===== config.mk =====
export PLATFORM = sky130hd
export DESIGN_NAME = exp_golomb_sched
export DESIGN_NICKNAME = d
export VERILOG_FILES = /design/src/rtl/exp_golomb_sched_pkg.sv /design/src/rtl/exp_golomb_sched_rr_arbiter.sv /design/src/rtl/exp_golomb_sched.sv
export SDC_FILE = /design/constraint.sdc
export NUM_CORES = 1
export LEC_CHECK = 0
export ABC_CLOCK_PERIOD_IN_PS = 2100
export CAP_MARGIN = 20
export CORE_MARGIN = 2
export CORE_UTILIZATION = 40
export DETAILED_ROUTE_END_ITERATION = 8
export HOLD_SLACK_MARGIN = 0.03
export PLACE_DENSITY = 0.76
export SETUP_SLACK_MARGIN = 0.02
export SYNTH_ARGS = -nofsm -noshare
export SYNTH_HDL_FRONTEND = slang
export SYNTH_HIERARCHICAL = 1
export SYNTH_SLANG_ARGS = --single-unit

===== constraint.sdc =====
create_clock -name clk -period 2.1 [get_ports clk]
set_input_delay 0.42 -clock clk [delete_from_list [all_inputs] [get_ports clk]]
set_output_delay 0.42 -clock clk [all_outputs]
set_load 0.005 [all_outputs]

===== src/rtl/exp_golomb_sched_pkg.sv =====
// exp_golomb_sched_pkg: decoder mode codes and sequencer state encodings
package exp_golomb_sched_pkg;
  localparam logic [1:0] EG_RST = 2'b00;
  localparam logic [1:0] EG_UE  = 2'b01;
  localparam logic [1:0] EG_SE  = 2'b10;
  localparam logic [1:0] EG_TE  = 2'b11;
  localparam logic [2:0] ST_IDLE    = 3'd0;
  localparam logic [2:0] ST_WAIT    = 3'd1;
  localparam logic [2:0] ST_CONSUME = 3'd2;
  localparam logic [2:0] ST_RSP     = 3'd3;
  localparam logic [2:0] ST_ERR     = 3'd4;
  function automatic logic legal_mode(input logic [1:0] m);
    return m == EG_UE || m == EG_SE || m == EG_TE;
  endfunction
endpackage


===== src/rtl/exp_golomb_sched_rr_arbiter.sv =====
// exp_golomb_sched_rr_arbiter: picks the first request at or after ptr, wrapping
module exp_golomb_sched_rr_arbiter #(
  parameter int NREQ = 4,
  parameter int IDXW = 2
) (
  input  logic [NREQ-1:0] i_req,
  input  logic [IDXW-1:0] i_ptr,
  output logic [NREQ-1:0] o_grant,
  output logic [IDXW-1:0] o_idx
);
  always_comb begin
    o_idx = '0;
    // scan from farthest to nearest so the closest request to ptr wins
    for (int k = NREQ - 1; k >= 0; k--)
      if (i_req[(int'(i_ptr) + k) % NREQ]) o_idx = IDXW'((int'(i_ptr) + k) % NREQ);
    o_grant = |i_req ? NREQ'(1) << o_idx : '0;
  end
endmodule


===== src/rtl/exp_golomb_sched.sv =====
// exp_golomb_sched: round-robin sequencer sharing one Exp-Golomb decoder between parsers
module exp_golomb_sched
  import exp_golomb_sched_pkg::*;
#(
  parameter int NREQ = 4,
  parameter int IDXW = 2
) (
  input  logic              clk,
  input  logic              reset_n,
  input  logic              flush,
  input  logic [NREQ-1:0]   req_valid,
  input  logic [2*NREQ-1:0] req_mode,
  output logic [NREQ-1:0]   rsp_valid,
  output logic [7:0]        rsp_data,
  output logic              rsp_err,
  output logic              busy,
  output logic [1:0]        eg_sel,
  input  logic [3:0]        eg_len,
  input  logic [7:0]        eg_value,
  input  logic              ho_valid,
  input  logic [4:0]        win_bits,
  output logic              consume_valid,
  output logic [3:0]        consume_len,
  input  logic              consume_ready
);
  logic [2:0]      r_state;
  logic [IDXW-1:0] r_ptr, r_idx;
  logic [1:0]      r_mode;
  logic [3:0]      r_len;
  logic [7:0]      r_value;
  logic [NREQ-1:0] w_grant;
  logic [IDXW-1:0] w_idx;
  logic [1:0]      w_mode;
  logic            w_dec, w_done;

  exp_golomb_sched_rr_arbiter #(.NREQ(NREQ), .IDXW(IDXW)) u_arb (
    .i_req  (req_valid),
    .i_ptr  (r_ptr),
    .o_grant(w_grant),
    .o_idx  (w_idx)
  );

  assign w_mode = req_mode[2*w_idx +: 2];

  always_ff @(posedge clk) begin
    if (!reset_n) begin
      r_state <= ST_IDLE;
      r_ptr   <= '0;
      r_idx   <= '0;
      r_mode  <= EG_RST;
      r_len   <= '0;
      r_value <= '0;
    end else if (flush) begin
      r_state <= ST_IDLE;
    end else begin
      case (r_state)
        ST_IDLE: if (|w_grant) begin
          r_idx   <= w_idx;
          r_mode  <= w_mode;
          r_state <= legal_mode(w_mode) ? ST_WAIT : ST_ERR;
        end
        ST_WAIT: if (ho_valid && win_bits >= {1'b0, eg_len}) begin
          r_len   <= eg_len;
          r_value <= eg_value;
          r_state <= ST_CONSUME;
        end else if (win_bits == 5'd16 && !ho_valid) begin
          // a full window with no leading one means the codeword exceeds 15 bits
          r_state <= ST_ERR;
        end
        ST_CONSUME: if (consume_ready) r_state <= ST_RSP;
        ST_RSP, ST_ERR: begin
          r_ptr   <= r_idx == IDXW'(NREQ - 1) ? '0 : r_idx + 1'b1;
          r_state <= ST_IDLE;
        end
        default: r_state <= ST_IDLE;
      endcase
    end
  end

  assign w_dec         = r_state == ST_WAIT || r_state == ST_CONSUME;
  assign w_done        = r_state == ST_RSP || r_state == ST_ERR;
  assign busy          = r_state != ST_IDLE;
  assign eg_sel        = w_dec ? r_mode : EG_RST;
  assign consume_valid = r_state == ST_CONSUME && !flush;
  assign consume_len   = r_state == ST_CONSUME ? r_len : '0;
  assign rsp_valid     = w_done ? NREQ'(1) << r_idx : '0;
  assign rsp_data      = r_state == ST_RSP ? r_value : '0;
  assign rsp_err       = r_state == ST_ERR;
endmodule


==> results.sh, run 1 <==
export IMPL_drc_errors=0
export IMPL_vias_per_cell=4.97
export IMPL_dp_cells=300
export IMPL_synth_top_cells_by_area="dfxtp_1, mux2i_1, nand2_1"
export IMPL_syn_inst=181
export IMPL_yosys_warnings=6
export IMPL_max_cap_violations=0
export IMPL_drtIter0Drc=61
export IMPL_seqPwrFrac_pct=43.4
export IMPL_crit_type="register to register"
export IMPL_grt_overflow_total=0
export IMPL_skew_ns=0.00527
export IMPL_fin_util_pct=67.4
export IMPL_root_buffer="clkbuf_8"
export IMPL_end_kind="register"
export IMPL_finalSetupViolations=0
export IMPL_synth_top_area_share_pct=28.0
export IMPL_drt_total_wl_mm=4.02
export IMPL_intPower_w=0.000716
export IMPL_antenna_cells_inserted=0
export IMPL_num_vias=1537
export IMPL_dieArea_mm2=0.00426
export IMPL_wl_per_cell_um=13.0
export IMPL_crit_fanout=3
export IMPL_hold_violations=0
export IMPL_tightestPinTransition_ns=0.382
export IMPL_relSlewSlack_pct=74.3
export IMPL_power_frac_comb_pct=29.2
export IMPL_worst_ep_required_time_ns=2.28
export IMPL_leakage_nw=1.10
export IMPL_tns_ns=0
export IMPL_cts_made_buffers=3
export IMPL_period_needed_ns=2.09
export IMPL_synth_fp_nets=223
export IMPL_pwr_share_clk_pct=27.4
export IMPL_io_buffers=54
export IMPL_design_area_mm2=0.00245
export IMPL_place_gp_congestion=0.815
export IMPL_fp_coreArea_mm2=0.00363
export IMPL_mostFrequentLayoutCells="clkdlybuf4s50_1, nand2_1, buf_4"
export IMPL_grt_start_max_net_pins=31
export IMPL_cts_max_level=1
export IMPL_clock_path_buffers=2
export IMPL_synthFlopType="dfxtp_1"
export IMPL_ant_nets=0
export IMPL_outcome="finished, final reports clean"
export IMPL_grt_pass1_vias=1441
export IMPL_grt_usage_pct=18.8
export IMPL_placed_cell_area_mm2=0.00228
export IMPL_start_util_pct=41.3
export IMPL_yosysTopAreaCell="dfxtp_1"
export IMPL_critical_path_startpoint_type="register"
export IMPL_yosysSeqAreaShare_pct=28.0
export IMPL_power_density_mw_per_mm2=394
export IMPL_die_y_um=65.3
export IMPL_grt_pass1_wl_mm=6.35
export IMPL_num_nets_final=304
export IMPL_ys_async_sr_fraction_pct=0
export IMPL_tritoncts="done"
export IMPL_insertion_delay_ns=0.26
export IMPL_seq_area_um2=429
export IMPL_dp_hpwl_mm=2.92
export IMPL_layout_commonest_cell="clkdlybuf4s50_1"
export IMPL_synth_distinct_cells=39
export IMPL_clkTransAtPathRegs_ns=0.08
export IMPL_hold_buffers=0
export IMPL_worstPathArrival_ns=2.27
export IMPL_n_fill_cell=311
export IMPL_multiInputGateArea_mm2=0.00103
export IMPL_drive_gt1_share_pct=22.2
export IMPL_switching_share_pct=25.8
export IMPL_hold_class="register to register"
export IMPL_rsz0062_at_grt="yes"
export IMPL_firstDrtPassIters=6
export IMPL_synth_cell_area_mm2=0.00150
export IMPL_synth_seq_cells=21
export IMPL_synth_edf_count=0
export IMPL_syn_avg_cell_area_um2=8.30
export IMPL_std_cell_rows=22
export IMPL_ios=55
export IMPL_p_sw_w=0.000250
export IMPL_cts_sinks=21
export IMPL_place_ws_ns=-0.550
export IMPL_layoutNonFillerInstCount=309
export IMPL_synthToLayoutAreaGrowth_pct=63.2
export IMPL_fin_crit_sh_pct=99.5
export IMPL_setup_slack_ns=0.0107
export IMPL_slew_viol_final=0
export IMPL_ir_drop_uv=383
export IMPL_antenna_found_initial=0
export IMPL_dieWidth_um=65.3
export IMPL_fmax_ghz=0.479
## final timing paths
kind                                   end  cells past startpoint  slack (ns)        from
worst max-delay path            r_state[2]                      8        0.01    r_ptr[1]
worst max register to register  r_state[2]                      8        0.01    r_ptr[1]
worst min register to register  r_value[5]                      2        0.45  r_value[5]
worst min-delay path            r_value[5]                      2        0.45  r_value[5]
## timing repair
action | in CTS | in global routing
pin swaps | 4 | 3
setup buffers | 3 | 1
setup endpoints to repair | 24 | 28
resized for setup | 31 | 14
gates cloned | 0 | 1
## power by group through the flow
stage	clock (W)	combinational (W)	sequential [W]
2_1_floorplan	0	0.000126	0.000424
3_3_place_gp	0	0.000255	0.000429
3_5_place_dp	0	0.000258	0.000429
4_1_cts	0.000269	0.000273	0.000420
5_1_grt	0.000283	0.000306	0.000421
6_report	0.000264	0.000282	0.000419
## metal layers
layer  share of wire (%)  track usage (%)
met1                  42             24.0
met2                  53             33.2
met3                 3.9             2.74
met4                0.70             4.69
met5                   0                0
## area by class of cell
cell class,instances,area share (%)
repair buffers,88,34.4
clock buffers,4,1.84
multi-input cells,137,42.1
well taps,48,2.45
inverters,11,1.69
flip-flops and latches,21,17.5
## per-stage QoR
stage                     hold WS, ns  power [W]
after floorplan                 0.430   0.000550
after global placement          0.437   0.000684
after detailed placement        0.444   0.000687
after CTS                       0.455   0.000961
after global routing            0.472    0.00101
final                           0.453   0.000966
## logic make-up (layout without fill, tap and decap cells)
logic type                 Yosys count  in the layout  synth area share [%]
and+or+nand+nor                     82             82                  29.2
muxes                               21             21                  15.7
AOI/OAI and AO/OA                   26             26                  12.8
adders and majority gates            8              8                  6.67
DFF                                 21             21                  28.0
buffers and inverters               23            103                  7.75
## synth_stat cells, drive strengths merged, types with 2 or more instances
cell / instances
a21boi: 2
a21oi: 7
and2: 15
buf: 5
clkbuf: 7
dfxtp: 21
ha: 8
inv: 11
mux2i: 19
mux4: 2
nand2: 27
nand2b: 4
nor2: 9
nor2b: 11
nor3: 2
nor4: 5
o211ai: 2
o21ai: 4
o221a: 2
or3: 3
or4: 2
## registers in the layout (all words and copies together) (netlist names)
name and flops:
r_len 4, r_idx 2, r_state 3, r_value 8, r_ptr 2, r_mode 2
## critical path: stages, from the launching register on
cell,delay [ns]
dfxtp_4,0.37
mux2i_1,0.18
o22ai_1,0.10
a31oi_2,0.26
mux4_2,0.57
buf_4,0.15
nor4_2,0.14
a41oi_1,0.08
nor4_1,0.16
Power figures use the tool's default switching activity.
==> run 2, diff against run 1 <==
Settings changed: RECOVER_POWER set to 25.
==> run 2 against run 1 <==
  * The run now ends with negative setup slack left
  * Sequential share of layout area increased by 0.23 points
  * Wire length is 1.1% higher
  * Final cell count unchanged
  * Clock-buffer cell count stayed put
  * Cell area decreased by 1.3%
  * Combinational power is 2% lower
  * Global-route usage unchanged
  * Maximum frequency shrank 2.6%
  * Critical path depth stayed put
  * Critical path type is now input port to register
  * Highest routed layer unchanged
==> results.sh, run 2 (same netlist as run 1, synthesis figures left out) <==
export IMPL_drt_total_wl_mm=4.07
export IMPL_outcome="complete, but fails checks"
export IMPL_r2r_end="r_state[2]"
export IMPL_io_buffers=54
export IMPL_hold_buffers=0
export IMPL_fp_coreArea_mm2=0.00363
export IMPL_min_from="r_value[5]"
export IMPL_die_y_um=65.3
export IMPL_place_ws_ns=-0.550
export IMPL_slew_viol_final=0
export IMPL_antenna_cells_inserted=0
export IMPL_dieWidth_um=65.3
export IMPL_largest_reg_flops=8
export IMPL_timing_rr_start="r_ptr[1]"
export IMPL_hold_class="register to register"
export IMPL_fin_crit_sh_pct=102
export IMPL_ir_drop_uv=386
export IMPL_max_stage_delay_ns=0.48
export IMPL_min_to="r_value[5]"
export IMPL_insertion_delay_ns=0.26
export IMPL_wl_per_cell_um=13.2
export IMPL_grt_usage_pct=18.8
export IMPL_start_util_pct=41.3
export IMPL_clock_path_buffers=2
export IMPL_root_buffer="clkbuf_8"
export IMPL_relSlewSlack_pct=79.7
export IMPL_layout_commonest_cell="clkdlybuf4s50_1"
export IMPL_setup_slack_ns=-0.0443
export IMPL_tritoncts="done"
export IMPL_worst_ep_required_time_ns=2.25
export IMPL_grt_pass1_vias=1441
export IMPL_r2r_setup_slack_ns=0.02
export IMPL_grt_overflow_total=0
export IMPL_period_needed_ns=2.14
export IMPL_place_gp_congestion=0.815
export IMPL_drive_gt1_share_pct=21.5
export IMPL_tightestPinTransition_ns=0.302
export IMPL_num_vias=1559
export IMPL_critical_path_startpoint_type="input port"
export IMPL_leakage_nw=1.09
export IMPL_cts_made_buffers=3
export IMPL_rsz0062_at_grt="yes"
export IMPL_cp_top_family="buffers and inverters"
export IMPL_hold_depth=2
export IMPL_top_regs="r_value (8), r_len (4), r_state (3)"
export IMPL_drc_errors=0
export IMPL_mostFrequentLayoutCells="clkdlybuf4s50_1, nand2_1, buf_4"
export IMPL_fmax_ghz=0.466
export IMPL_grt_start_max_net_pins=31
export IMPL_reg2regPathDepth=8
export IMPL_tns_ns=-0.110
export IMPL_crit_fanout=6
export IMPL_power_density_mw_per_mm2=398
export IMPL_hold_violations=0
export IMPL_worstPathCellList="clkdlybuf4s50_1, inv_1, ha_1, or4_4, a21oi_2, nor4_4, clkbuf_2, mux2i_2"
export IMPL_vias_per_cell=5.05
export IMPL_path_buf_inv=3
export IMPL_ios=55
export IMPL_crit_type="input port to register"
export IMPL_cts_max_level=1
export IMPL_firstDrtPassIters=4
export IMPL_slowest_stage="clkdlybuf4s50_1"
export IMPL_skew_ns=0.00461
export IMPL_end_kind="register"
export IMPL_regMostFlops="r_value"
export IMPL_std_cell_rows=22
export IMPL_num_nets_final=304
export IMPL_drtIter0Drc=50
export IMPL_finalSetupViolations=7
export IMPL_grt_pass1_wl_mm=6.35
export IMPL_synthToLayoutAreaGrowth_pct=61.1
export IMPL_clkTransAtPathRegs_ns=0.08
export IMPL_antenna_found_initial=0
export IMPL_violations="negative setup slack"
export IMPL_cts_sinks=21
export IMPL_dp_hpwl_mm=2.92
export IMPL_ant_nets=0
export IMPL_max_cap_violations=0
export IMPL_worstPathArrival_ns=2.29
export IMPL_dieArea_mm2=0.00426
==> run 2: worst min-delay path, delay by kind of cell, from the launching register on <==
kind             cells  cell delay (ns)
flip-flops           1             0.31
multiplexers         1             0.05
AND/OR/NAND/NOR      1             0.05
==> run 2: worst max path at each step <==
| stage | from | end | slack [ns] | cells after the start |
|---|---|---|---|---|
| final | eg_len[1] | r_len[0] | -0.04 | 8 |
| after CTS | req_valid[0] | r_state[2] | -0.002 | 9 |
| after detailed placement | req_valid[1] | r_state[2] | -0.55 | 8 |
| after global placement | req_valid[0] | r_state[0] | -0.50 | 10 |
| after floorplan | req_valid[2] | r_state[2] | -0.004 | 8 |
| after global routing | r_ptr[1] | r_state[2] | -0.18 | 8 |
==> run 2: area by class of cell <==
type / count / area, µm²
tap: 48 / 60.1
timing repair buffer: 88 / 821
sequential: 21 / 429
clock buffer: 4 / 45.0
inverter: 11 / 41.3
multi-input combinational: 137 / 1020
fill: 315 / 1210
==> run 2: metal layers <==
| metal | share of wire, % | up-vias | track usage [%] |
|---|---|---|---|
| met3 | 3.6 | 2 | 2.74 |
| li1 | - | 785 | - |
| met4 | 0.69 | 0 | 4.69 |
| met1 | 42 | 738 | 24.0 |
| met2 | 54 | 34 | 33.2 |
| met5 | 0 | - | 0 |
==> run 2: where the power goes <==
group          total [W]  leakage [nW]  internal, W  switching, W
clock network   0.000266        0.0228     0.000135      0.000131
registers       0.000419         0.172     0.000409     0.0000105
logic           0.000277         0.896     0.000168      0.000108
total           0.000962          1.09     0.000712      0.000250
==> run 2: metrics by stage <==
| stage | hold slack [ns] | cells | area [µm²] | total power, W | util, % |
|---|---|---|---|---|---|
| 6_report | 0.453 | 309 | 2420 | 0.000962 | 66.6 |
| 4_1_cts | 0.455 | 307 | 2380 | 0.000961 | 65.5 |
| 3_5_place_dp | 0.444 | 300 | 2280 | 0.000687 | 62.6 |
| 5_1_grt | 0.472 | 309 | 2420 | 0.00100 | 66.6 |
| 3_3_place_gp | 0.437 | 300 | 2280 | 0.000684 | 62.6 |
| 2_1_floorplan | 0.430 | 181 | 1520 | 0.000550 | - |
==> run 2: what timing repair did <==
action | in CTS | in global routing
cloned | 0 | 1
resized for setup | 31 | 14
pin swaps | 4 | 3
setup endpoints to repair | 24 | 28
buffers inserted | 3 | 1
==> run 3, diff against run 2 <==
Settings changed: PLACE_DENSITY 0.76 to 0.88.
==> run 3 against run 2 <==
  * Clock skew barely moved
  * Sequential power is essentially flat
  * Cell area increased by 2.3%
  * Largest power group unchanged
  * Non-clock buffer count is 1 lower
  * Die area did not move
  * Core utilization is 1.5 points higher
  * The run still ends with negative setup slack left
  * Clock-buffer cell count fell by 1
  * Via count is 2.1% lower
  * Flip-flop and latch count did not move
  * First-iteration DRC count grew 50%
  * Maximum frequency shrank 1.6%
==> results.sh, run 3 (same netlist as run 1, synthesis figures left out) <==
export IMPL_grt_overflow_total=0
export IMPL_critical_path_startpoint_type="input port"
export IMPL_top_regs="r_value (8), r_len (4), r_state (3)"
export IMPL_end_kind="register"
export IMPL_grt_pass1_vias=1405
export IMPL_layout_commonest_cell="clkdlybuf4s50_1"
export IMPL_grt_pass1_wl_mm=6.29
export IMPL_die_y_um=65.3
export IMPL_relSlewSlack_pct=62.9
export IMPL_timing_rr_start="r_ptr[1]"
export IMPL_crit_type="input port to register"
export IMPL_reg2regPathDepth=10
export IMPL_wl_per_cell_um=13.5
export IMPL_drtIter0Drc=75
export IMPL_design_area_mm2=0.00247
export IMPL_tns_ns=-0.163
export IMPL_clock_path_buffers=2
export IMPL_firstDrtPassIters=4
export IMPL_leakage_nw=1.22
export IMPL_crit_top_cell="buf_4"
export IMPL_max_cap_violations=0
export IMPL_r2r_setup_slack_ns=-0.06
export IMPL_fmax_ghz=0.459
export IMPL_clkTransAtPathRegs_ns=0.08
export IMPL_cts_sinks=21
export IMPL_dp_hpwl_mm=2.89
export IMPL_hold_depth=3
export IMPL_fp_coreArea_mm2=0.00363
export IMPL_slew_viol_final=0
export IMPL_synthToLayoutAreaGrowth_pct=64.8
export IMPL_antenna_found_initial=0
export IMPL_fin_util_pct=68.1
export IMPL_drt_total_wl_mm=4.16
export IMPL_rsz0062_at_grt="yes"
export IMPL_dieWidth_um=65.3
export IMPL_violations="negative setup slack"
export IMPL_drive_gt1_share_pct=23.8
export IMPL_worstPathCellList="dlygate4sd2_1, buf_4, a21oi_1, o21ai_1, o2bb2a_2, mux4_2, buf_4, buf_6, nor2_1, or4_1, o211ai_1"
export IMPL_num_vias=1527
export IMPL_hold_worst_slack_ns=0.446
export IMPL_root_buffer="clkbuf_8"
export IMPL_cts_max_level=1
export IMPL_num_nets_final=303
export IMPL_placed_cell_area_mm2=0.00224
export IMPL_largest_reg_flops=8
export IMPL_grt_usage_pct=18.6
export IMPL_place_gp_congestion=0.900
export IMPL_min_to="r_len[3]"
export IMPL_std_cell_rows=22
export IMPL_grt_start_max_net_pins=31
export IMPL_ios=55
export IMPL_crit_fanout=6
export IMPL_tightestPinTransition_ns=0.552
export IMPL_insertion_delay_ns=0.26
export IMPL_regMostFlops="r_value"
export IMPL_drc_errors=0
export IMPL_antenna_cells_inserted=0
export IMPL_r2r_end="r_state[0]"
export IMPL_min_from="eg_len[3]"
export IMPL_tritoncts="done"
export IMPL_cts_made_buffers=3
export IMPL_slowest_stage="or4_1"
export IMPL_vias_per_cell=4.96
export IMPL_max_stage_delay_ns=0.52
export IMPL_worst_ep_required_time_ns=2.28
export IMPL_period_needed_ns=2.18
export IMPL_ir_drop_uv=412
export IMPL_outcome="complete, but fails checks"
export IMPL_hold_violations=0
export IMPL_mostFrequentLayoutCells="clkdlybuf4s50_1, nand2_1, buf_4"
export IMPL_setup_slack_ns=-0.0791
export IMPL_fin_crit_sh_pct=104
export IMPL_worstPathArrival_ns=2.36
export IMPL_start_util_pct=41.3
export IMPL_io_buffers=54
export IMPL_ant_nets=0
export IMPL_hold_class="input port to register"
export IMPL_dieArea_mm2=0.00426
export IMPL_finalSetupViolations=3
export IMPL_skew_ns=0.00416
export IMPL_power_density_mw_per_mm2=395
-- run 3: changes by cell type in the layout (fill, tap and decap cells not counted), sizes merged, moves of 2 or more --
cell	delta
buf	+2
clkbuf	-3
dlygate4sd2	-7
dlymetal6s2s	+9
-- run 3: through the flow --
| step | worst slack (ns) | cells | power [W] |
|---|---|---|---|
| after floorplan | -0.00388 | 181 | 0.000550 |
| after global placement | -0.520 | 295 | 0.000675 |
| after detailed placement | -0.542 | 295 | 0.000679 |
| after CTS | -0.110 | 300 | 0.000969 |
| after global routing | -0.207 | 308 | 0.00104 |
| final | -0.0791 | 308 | 0.000978 |
-- run 3: cell type report --
cell class	count	area, µm²
Fill cell	294	1160
Multi-Input combinational cell	137	1040
Timing Repair Buffer	87	861
Sequential cell	21	428
Tap cell	48	60.1
Clock buffer	3	41.3
Inverter	11	41.3
Clock inverter	1	7.51
-- run 3: report_power, final --
part	switching (W)	leakage, nW	internal [W]	total (W)
logic	0.000112	1.03	0.000165	0.000277
clock network	0.000146	0.0217	0.000134	0.000280
registers	0.0000108	0.172	0.000410	0.000421
total	0.000269	1.22	0.000709	0.000978
-- run 3: how the worst max path moves through the flow --
| stage | from | cells after the start | slack (ns) | end |
|---|---|---|---|---|
| 3_5_place_dp | req_valid[2] | 10 | -0.54 | r_idx[0] |
| 5_1_grt | r_ptr[1] | 7 | -0.21 | r_state[2] |
| 4_1_cts | r_ptr[1] | 7 | -0.11 | r_state[2] |
| 3_3_place_gp | req_valid[2] | 10 | -0.52 | r_idx[0] |
| 6_report | req_valid[1] | 11 | -0.08 | r_state[0] |
| 2_1_floorplan | req_valid[2] | 8 | -0.004 | r_state[2] |
-- run 3: what timing repair did --
action | CTS | global route
hold buffers | 0 | 0
buffers inserted | 1 | 7
endpoints found under the setup margin | 25 | 35
pin swaps | 7 | 6
gates cloned | 0 | 1
gates resized for setup | 25 | 26
-- run 3: worst max-delay path: cells and delay by family --
| kind | cells | cell delay (ns) |
|---|---|---|
| buf+inv | 4 | 0.61 |
| compound gates | 4 | 0.57 |
| simple gates | 2 | 0.55 |
| mux | 1 | 0.22 |
-- run 3: layer usage --
layer  share of wire (%)  up-vias  GRT usage (%)
met5                   0        -              0
li1                    -      777              -
met4                0.82        0           3.13
met2                  50       32           32.3
met3                 3.9        4           3.94
met1                  45      714           23.9
